**src/rtl/tinymem_arbiter_if.sv**
```systemverilog
// tinymem_arbiter_if: CPU requester, DMA requester and memory-side signals of
// tinymem_arbiter. The master modport is the requester/memory side, the slave
// modport is the arbiter itself.
interface tinymem_arbiter_if #(
   parameter int unsigned AW = 8,
   parameter int unsigned DW = 8
);

   // CPU port
   logic          cpu_req;
   logic          cpu_we;
   logic [AW-1:0] cpu_addr;
   logic [DW-1:0] cpu_wdata;
   logic          cpu_gnt;
   logic          cpu_rvalid;
   logic [DW-1:0] cpu_rdata;

   // DMA / loader port
   logic          dma_req;
   logic          dma_we;
   logic [AW-1:0] dma_addr;
   logic [DW-1:0] dma_wdata;
   logic          dma_lock;
   logic          dma_gnt;
   logic          dma_rvalid;
   logic [DW-1:0] dma_rdata;

   // Shared synchronous memory port
   logic          mem_en;
   logic          mem_we;
   logic [AW-1:0] mem_addr;
   logic [DW-1:0] mem_wdata;
   logic [DW-1:0] mem_rdata;

   modport master (
      output cpu_req, cpu_we, cpu_addr, cpu_wdata,
      input  cpu_gnt, cpu_rvalid, cpu_rdata,
      output dma_req, dma_we, dma_addr, dma_wdata, dma_lock,
      input  dma_gnt, dma_rvalid, dma_rdata,
      input  mem_en, mem_we, mem_addr, mem_wdata,
      output mem_rdata
   );

   modport slave (
      input  cpu_req, cpu_we, cpu_addr, cpu_wdata,
      output cpu_gnt, cpu_rvalid, cpu_rdata,
      input  dma_req, dma_we, dma_addr, dma_wdata, dma_lock,
      output dma_gnt, dma_rvalid, dma_rdata,
      output mem_en, mem_we, mem_addr, mem_wdata,
      input  mem_rdata
   );

endinterface

```
**src/rtl/tinymem_arbiter.sv**
```systemverilog
// tinymem_arbiter: shares one synchronous memory between the CPU and a
// DMA/loader requester. At most one grant per cycle, CPU priority by default,
// DMA may lock the memory for bursts. Read data is returned to the winner one
// cycle after its grant.
// Optional feature: define TINYARB_STARVE_GUARD_EN to let DMA win once after
// STARVE_LIMIT consecutive CPU grants taken while DMA was waiting.
module tinymem_arbiter #(
   parameter int unsigned AW           = 8,
   parameter int unsigned DW           = 8,
   parameter int unsigned STARVE_LIMIT = 4
) (
   input  logic                clk,
   input  logic                reset,
   tinymem_arbiter_if.slave    bus
);

   typedef enum logic [1:0] {
      OWN_NONE = 2'd0,
      OWN_CPU  = 2'd1,
      OWN_DMA  = 2'd2
   } owner_e;

   owner_e        rd_owner_q;
   owner_e        rd_owner_d;
   logic          locked_q;
   logic          locked_d;

   logic          lock_active_c;
   logic          starve_force_c;
   logic          cpu_win_c;
   logic          dma_win_c;
   logic          sel_we_c;
   logic [AW-1:0] sel_addr_c;
   logic [DW-1:0] sel_wdata_c;

   // A zero limit would make the guard counter zero bits wide.
   if (STARVE_LIMIT == 0) begin : g_bad_limit
      $error("tinymem_arbiter: STARVE_LIMIT must be at least 1");
   end

   // The lock only holds while the DMA keeps dma_lock high; dropping it frees
   // the CPU in that very cycle.
   assign lock_active_c = locked_q & bus.dma_lock;

`ifdef TINYARB_STARVE_GUARD_EN
   localparam int unsigned CW = $clog2(STARVE_LIMIT + 1);

   logic [CW-1:0] starve_cnt_q;
   logic [CW-1:0] starve_cnt_d;

   // DMA is forced through once the CPU has won STARVE_LIMIT times in a row.
   assign starve_force_c = bus.dma_req & (starve_cnt_q == CW'(STARVE_LIMIT));

   // Count CPU wins taken while DMA waits; any DMA grant or idle DMA clears.
   always_comb begin
      starve_cnt_d = starve_cnt_q;
      if (!bus.dma_req || dma_win_c) begin
         starve_cnt_d = '0;
      end else if (cpu_win_c && !lock_active_c) begin
         starve_cnt_d = starve_cnt_q + CW'(1);
      end
   end

   // Starvation counter register.
   always_ff @(posedge clk or negedge reset) begin
      if (!reset) begin
         starve_cnt_q <= '0;
      end else begin
         starve_cnt_q <= starve_cnt_d;
      end
   end
`else
   assign starve_force_c = 1'b0;
`endif

   // Grant selection: locked DMA, then starvation guard, then CPU, then DMA.
   always_comb begin
      cpu_win_c = 1'b0;
      dma_win_c = 1'b0;
      if (reset) begin
         if (lock_active_c) begin
            dma_win_c = bus.dma_req;
         end else if (starve_force_c) begin
            dma_win_c = 1'b1;
         end else if (bus.cpu_req) begin
            cpu_win_c = 1'b1;
         end else begin
            dma_win_c = bus.dma_req;
         end
      end
   end

   // Memory port mux; address/data idle on the CPU values.
   always_comb begin
      sel_we_c    = 1'b0;
      sel_addr_c  = bus.cpu_addr;
      sel_wdata_c = bus.cpu_wdata;
      if (dma_win_c) begin
         sel_we_c    = bus.dma_we;
         sel_addr_c  = bus.dma_addr;
         sel_wdata_c = bus.dma_wdata;
      end else if (cpu_win_c) begin
         sel_we_c    = bus.cpu_we;
      end
   end

   assign bus.cpu_gnt   = cpu_win_c;
   assign bus.dma_gnt   = dma_win_c;
   assign bus.mem_en    = cpu_win_c | dma_win_c;
   assign bus.mem_we    = sel_we_c;
   assign bus.mem_addr  = sel_addr_c;
   assign bus.mem_wdata = sel_wdata_c;

   // Next read owner and lock state.
   always_comb begin
      rd_owner_d = OWN_NONE;
      locked_d   = locked_q;
      if (cpu_win_c && !bus.cpu_we) begin
         rd_owner_d = OWN_CPU;
      end else if (dma_win_c && !bus.dma_we) begin
         rd_owner_d = OWN_DMA;
      end
      if (!bus.dma_lock) begin
         locked_d = 1'b0;
      end else if (dma_win_c) begin
         locked_d = 1'b1;
      end
   end

   // State register.
   always_ff @(posedge clk or negedge reset) begin
      if (!reset) begin
         rd_owner_q <= OWN_NONE;
         locked_q   <= 1'b0;
      end else begin
         rd_owner_q <= rd_owner_d;
         locked_q   <= locked_d;
      end
   end

   // Read data comes straight from memory; only the owner sees rvalid.
   assign bus.cpu_rvalid = (rd_owner_q == OWN_CPU);
   assign bus.dma_rvalid = (rd_owner_q == OWN_DMA);
   assign bus.cpu_rdata  = bus.mem_rdata;
   assign bus.dma_rdata  = bus.mem_rdata;

   // Structural properties of the grant logic.
   a_one_gnt: assert property (@(posedge clk) disable iff (!reset)
      !(bus.cpu_gnt && bus.dma_gnt));
   a_lock_excl: assert property (@(posedge clk) disable iff (!reset)
      lock_active_c |-> !bus.cpu_gnt);
   a_en_gnt: assert property (@(posedge clk) disable iff (!reset)
      bus.mem_en == (bus.cpu_gnt || bus.dma_gnt));

endmodule
```
**src/flat_wrapper.sv**
```systemverilog
// flat-port wrapper written by rule: the top's interface ports become plain ports
module tinymem_arbiter_flat 
#(
   parameter int unsigned AW           = 8,
   parameter int unsigned DW           = 8,
   parameter int unsigned STARVE_LIMIT = 4
)
  (clk, reset, bus_cpu_req, bus_cpu_we, bus_cpu_addr, bus_cpu_wdata, bus_cpu_gnt, bus_cpu_rvalid, bus_cpu_rdata, bus_dma_req, bus_dma_we, bus_dma_addr, bus_dma_wdata, bus_dma_lock, bus_dma_gnt, bus_dma_rvalid, bus_dma_rdata, bus_mem_en, bus_mem_we, bus_mem_addr, bus_mem_wdata, bus_mem_rdata);
  tinymem_arbiter_if #(.AW(AW), .DW(DW)) bus_i ();
  input  logic clk;
  input  logic reset;
  input wire logic [$bits(bus_i.cpu_req)-1:0] bus_cpu_req;
  input wire logic [$bits(bus_i.cpu_we)-1:0] bus_cpu_we;
  input wire logic [$bits(bus_i.cpu_addr)-1:0] bus_cpu_addr;
  input wire logic [$bits(bus_i.cpu_wdata)-1:0] bus_cpu_wdata;
  output wire logic [$bits(bus_i.cpu_gnt)-1:0] bus_cpu_gnt;
  output wire logic [$bits(bus_i.cpu_rvalid)-1:0] bus_cpu_rvalid;
  output wire logic [$bits(bus_i.cpu_rdata)-1:0] bus_cpu_rdata;
  input wire logic [$bits(bus_i.dma_req)-1:0] bus_dma_req;
  input wire logic [$bits(bus_i.dma_we)-1:0] bus_dma_we;
  input wire logic [$bits(bus_i.dma_addr)-1:0] bus_dma_addr;
  input wire logic [$bits(bus_i.dma_wdata)-1:0] bus_dma_wdata;
  input wire logic [$bits(bus_i.dma_lock)-1:0] bus_dma_lock;
  output wire logic [$bits(bus_i.dma_gnt)-1:0] bus_dma_gnt;
  output wire logic [$bits(bus_i.dma_rvalid)-1:0] bus_dma_rvalid;
  output wire logic [$bits(bus_i.dma_rdata)-1:0] bus_dma_rdata;
  output wire logic [$bits(bus_i.mem_en)-1:0] bus_mem_en;
  output wire logic [$bits(bus_i.mem_we)-1:0] bus_mem_we;
  output wire logic [$bits(bus_i.mem_addr)-1:0] bus_mem_addr;
  output wire logic [$bits(bus_i.mem_wdata)-1:0] bus_mem_wdata;
  input wire logic [$bits(bus_i.mem_rdata)-1:0] bus_mem_rdata;
  assign bus_i.cpu_req = bus_cpu_req;
  assign bus_i.cpu_we = bus_cpu_we;
  assign bus_i.cpu_addr = bus_cpu_addr;
  assign bus_i.cpu_wdata = bus_cpu_wdata;
  assign bus_cpu_gnt = bus_i.cpu_gnt;
  assign bus_cpu_rvalid = bus_i.cpu_rvalid;
  assign bus_cpu_rdata = bus_i.cpu_rdata;
  assign bus_i.dma_req = bus_dma_req;
  assign bus_i.dma_we = bus_dma_we;
  assign bus_i.dma_addr = bus_dma_addr;
  assign bus_i.dma_wdata = bus_dma_wdata;
  assign bus_i.dma_lock = bus_dma_lock;
  assign bus_dma_gnt = bus_i.dma_gnt;
  assign bus_dma_rvalid = bus_i.dma_rvalid;
  assign bus_dma_rdata = bus_i.dma_rdata;
  assign bus_mem_en = bus_i.mem_en;
  assign bus_mem_we = bus_i.mem_we;
  assign bus_mem_addr = bus_i.mem_addr;
  assign bus_mem_wdata = bus_i.mem_wdata;
  assign bus_i.mem_rdata = bus_mem_rdata;
  tinymem_arbiter #(.AW(AW), .DW(DW), .STARVE_LIMIT(STARVE_LIMIT)) u_core (.clk(clk), .reset(reset), .bus(bus_i));
endmodule
```
**config.mk**
```make
export PLATFORM = sky130hd
export DESIGN_NAME = tinymem_arbiter_flat
export DESIGN_NICKNAME = d
export VERILOG_FILES = /design/src/rtl/tinymem_arbiter_if.sv /design/src/rtl/tinymem_arbiter.sv /design/src/flat_wrapper.sv
export SDC_FILE = /design/constraint.sdc
export NUM_CORES = 1
export LEC_CHECK = 0
export CORE_MARGIN = 2
export CORE_UTILIZATION = 23
export CTS_CLUSTER_DIAMETER = 30
export DETAILED_ROUTE_END_ITERATION = 10
export GPL_TIMING_DRIVEN = 0
export PLACE_DENSITY = 0.84
export SETUP_SLACK_MARGIN = 0.4
export SKIP_LAST_GASP = 1
export SYNTH_ARGS = -nofsm -noshare
export SYNTH_HDL_FRONTEND = slang
export SYNTH_SLANG_ARGS = --single-unit
```
**constraint.sdc**
```tcl
create_clock -name clk -period 3.5 [get_ports clk]
set_input_delay 1.05 -clock clk [delete_from_list [all_inputs] [get_ports clk]]
set_output_delay 1.05 -clock clk [all_outputs]
set_load 0.005 [all_outputs]
```
==> impl_metrics.env <==
export IMPL_ios=85
export IMPL_drtIter0Drc=8
export IMPL_crit_type="in -> out"
export IMPL_cts_sink_count=3
export IMPL_vias=704
export IMPL_finalSetupViolCount=0
export IMPL_critPathTopFamily="buffers and inverters"
export IMPL_synth_compound_area_share_pct=5.967
export IMPL_grt_max_degree=8
export IMPL_cp_end_kind="primary output"
export IMPL_synthAdderAreaFrac_pct=0
export IMPL_worstHoldStart="u_core.locked_q"
export IMPL_clock_latency_ns=0.23
export IMPL_synth_area_sq_um=524.3
export IMPL_syn_inst=51
export IMPL_fillers=165
export IMPL_drive_gt1_share_pct=48.57
export IMPL_start_util_pct=23.93
export IMPL_clkPwrFrac_pct=22.6
export IMPL_postPlaceCellArea_sq_um=1320
export IMPL_crit_slowest_cell="mux2_4"
export IMPL_cp_arrival_ns=2.11
export IMPL_max_freq_ghz=0.3167
export IMPL_cap_violations=0
export IMPL_r2r_end="u_core.rd_owner_q[1]"
export IMPL_antenna_found_initial=0
export IMPL_cts_buffer_depth=2
export IMPL_die_w_um=51.74
export IMPL_ys_warn_count=0
export IMPL_grt_pass1_wl_um=2946
export IMPL_crit_path_max_fanout=6
export IMPL_min_period_ns=3.157
export IMPL_fp_dieArea_sq_um=2677
export IMPL_hp_class="reg -> reg"
export IMPL_relSlewSlack_pct=87.04
export IMPL_tns_ns=0
export IMPL_swShare_pct=23.06
export IMPL_numCtsBuffers=3
export IMPL_rows=17
export IMPL_p_seq_share_pct=13.9
export IMPL_irDropWorstVdd_uv=123.9
export IMPL_crit_start="bus_cpu_req"
export IMPL_worstSetupPathDepth=7
export IMPL_synth_top_family_by_area="multiplexers"
export IMPL_drv_slew=0
export IMPL_globalRoute_totalOverflow=0
export IMPL_htree_levels=1
export IMPL_cts_root_buf="clkbuf_4"
export IMPL_whs_endpoint="u_core.locked_q"
export IMPL_syn_nets=98
export IMPL_required_ns=2.45
export IMPL_synth_cell_types=16
export IMPL_ff2ff_path_depth=4
export IMPL_fin_area_sq_um=1510
export IMPL_core_area_sq_um=2191
export IMPL_synth_mux_area_share_pct=40.81
export IMPL_wire_per_inst_um=12.06
export IMPL_fin_hold_ws_ns=0.5457
export IMPL_fin_worst_skew_ns=0.0006393
export IMPL_antenna_cells=0
export IMPL_whs_path_depth=1
export IMPL_worst_path_most_repeated_cell="buf_6"
export IMPL_dr_pass1_iters=4
export IMPL_min_period_over_period_pct=90.20
export IMPL_p_total_w=0.0002674
export IMPL_drc_errors=0
export IMPL_grt_setup_unrepaired="yes"
export IMPL_dp_hpwl_um=1555
export IMPL_ys_seq_area_share_pct=14.32
export IMPL_cts_tree="built"
export IMPL_clk_pin_slew_worst_paths_ns=0.04
export IMPL_first_global_vias=676
export IMPL_worst_pin_slew_ns=0.1930
export IMPL_status="completed"
export IMPL_switchingPower_w=0.00006168
export IMPL_p_leak_nw=0.7149
export IMPL_syn2layout_area_growth_pct=188.1
export IMPL_crit_buf_inv=4
export IMPL_ant_nets=0
export IMPL_finalWeightedCongestion=0.7990
export IMPL_power_frac_comb_pct=63.6
export IMPL_p_per_area_nw_per_um2=177.1
export IMPL_die_height_um=51.74
export IMPL_worstSetupStartpointType="input pin"
export IMPL_hold_viol=0
export IMPL_r2r_start="u_core.locked_q"
export IMPL_reg2reg_slack_ns=2.49
export IMPL_track_usage_pct=14.92
export IMPL_yosys_area_share_simple_pct=11.46
export IMPL_routed_wl_um=2026
export IMPL_critPathMaxStageDelay_ns=0.31
export IMPL_nets=188
export IMPL_crit_chain="buf_6, a21boi_4, nor2_4, buf_12, buf_8, mux2_4, buf_6"
export IMPL_io_buffers=76
export IMPL_final_util_pct=68.93
export IMPL_p_int_w=0.0002057
export IMPL_syn_avg_cell_area_sq_um=10.28
export IMPL_synth_xor_area_share_pct=0
export IMPL_routed_via_density=4.190
export IMPL_ys_seq_elements=3
## placed cells by master (no fill, tap or decap)
master / instances
clkdlybuf4s50_1: 52
buf_6: 22
buf_4: 19
mux2_4: 16
dlygate4sd2_1: 4
clkbuf_4: 3
dfrtp_1: 3
buf_12: 2
nand2_1: 2
nor2_1: 2
nor2b_1: 2
nand3_1: 2
a21boi_4: 1
nand2_4: 1
nor2_4: 1
inv_1: 1
nor3_1: 1
o21ai_1: 1
o21a_1: 1
clkbuf_1: 1
buf_16: 1
buf_2: 1
buf_8: 1
## power by group through the flow
stage / logic [W] / registers, W / clock network [W]
final: 0.000170 / 0.0000371 / 0.0000603
after CTS: 0.000161 / 0.0000371 / 0.0000629
after detailed placement: 0.000148 / 0.0000376 / 0
after floorplan: 0.0000494 / 0.0000375 / 0
after global routing: 0.000180 / 0.0000373 / 0.0000671
after global placement: 0.000146 / 0.0000376 / 0
## worst max path at each step
stage                                  end  slack [ns]
final                      bus_mem_addr[3]        0.34
after global placement    bus_mem_wdata[1]       -0.55
after CTS                  bus_mem_addr[3]        0.34
after floorplan            bus_mem_addr[5]        0.57
after global routing       bus_mem_addr[3]        0.31
after detailed placement  bus_mem_wdata[2]       -0.58
## cell usage after synthesis, drive strengths merged
cell | count | area, sq um
buf | 17 | 140.1
mux2 | 16 | 214.0
dfrtp | 3 | 75.07
nand2 | 3 | 13.77
nor2 | 3 | 18.77
nand3 | 2 | 10.01
nor2b | 2 | 12.51
a21boi | 1 | 18.77
inv | 1 | 3.750
nor3 | 1 | 5.000
o21a | 1 | 7.510
o21ai | 1 | 5.000
## registers in the layout (all words and copies together) (netlist names)
register / cells
u_core.locked_q: 1
u_core.rd_owner_q: 2
## what timing repair did
action | in CTS | in global routing
pin swaps | 3 | 0
hold buffers | 0 | 0
gates resized for setup | 112 | 9
cloned | 1 | 0
setup endpoints to repair | 20 | 17
buffers inserted | 8 | 0
## per-stage QoR
| step | setup slack, ns | instances |
|---|---|---|
| 6_report | 0.3429 | 168 |
| 5_1_grt | 0.3111 | 168 |
| 3_5_place_dp | -0.5802 | 155 |
| 4_1_cts | 0.3442 | 168 |
| 2_1_floorplan | 0.5672 | 51 |
| 3_3_place_gp | -0.5532 | 155 |
## logic make-up (layout without fill, tap and decap cells)
kind of cell           after synthesis  in the layout
DFF                                  3              3
buffers and inverters               18            107
AOI/OAI and AO/OA                    3              3
and+or+nand+nor                     11             11
muxes                               16             16
## layout make-up
type	instances	area, sq um	area share (%)
multi-input cells	30	336.6	22.29
clock buffers	4	26.28	1.740
flip-flops and latches	3	75.07	4.971
inverters	1	3.754	0.2485
plain buffers	17	140.1	9.279
repair buffers	85	893.4	59.15
well taps	28	35.03	2.320
## metal layers
metal	up-vias	global-route usage [%]	routed length, um
met2	49	27.99	1143
met4	0	5.263	0
met3	0	5.460	210
li1	336	-	-
met5	-	0	0
met1	319	14.91	673
No activity file was read; power rests on OpenSTA's default activity.
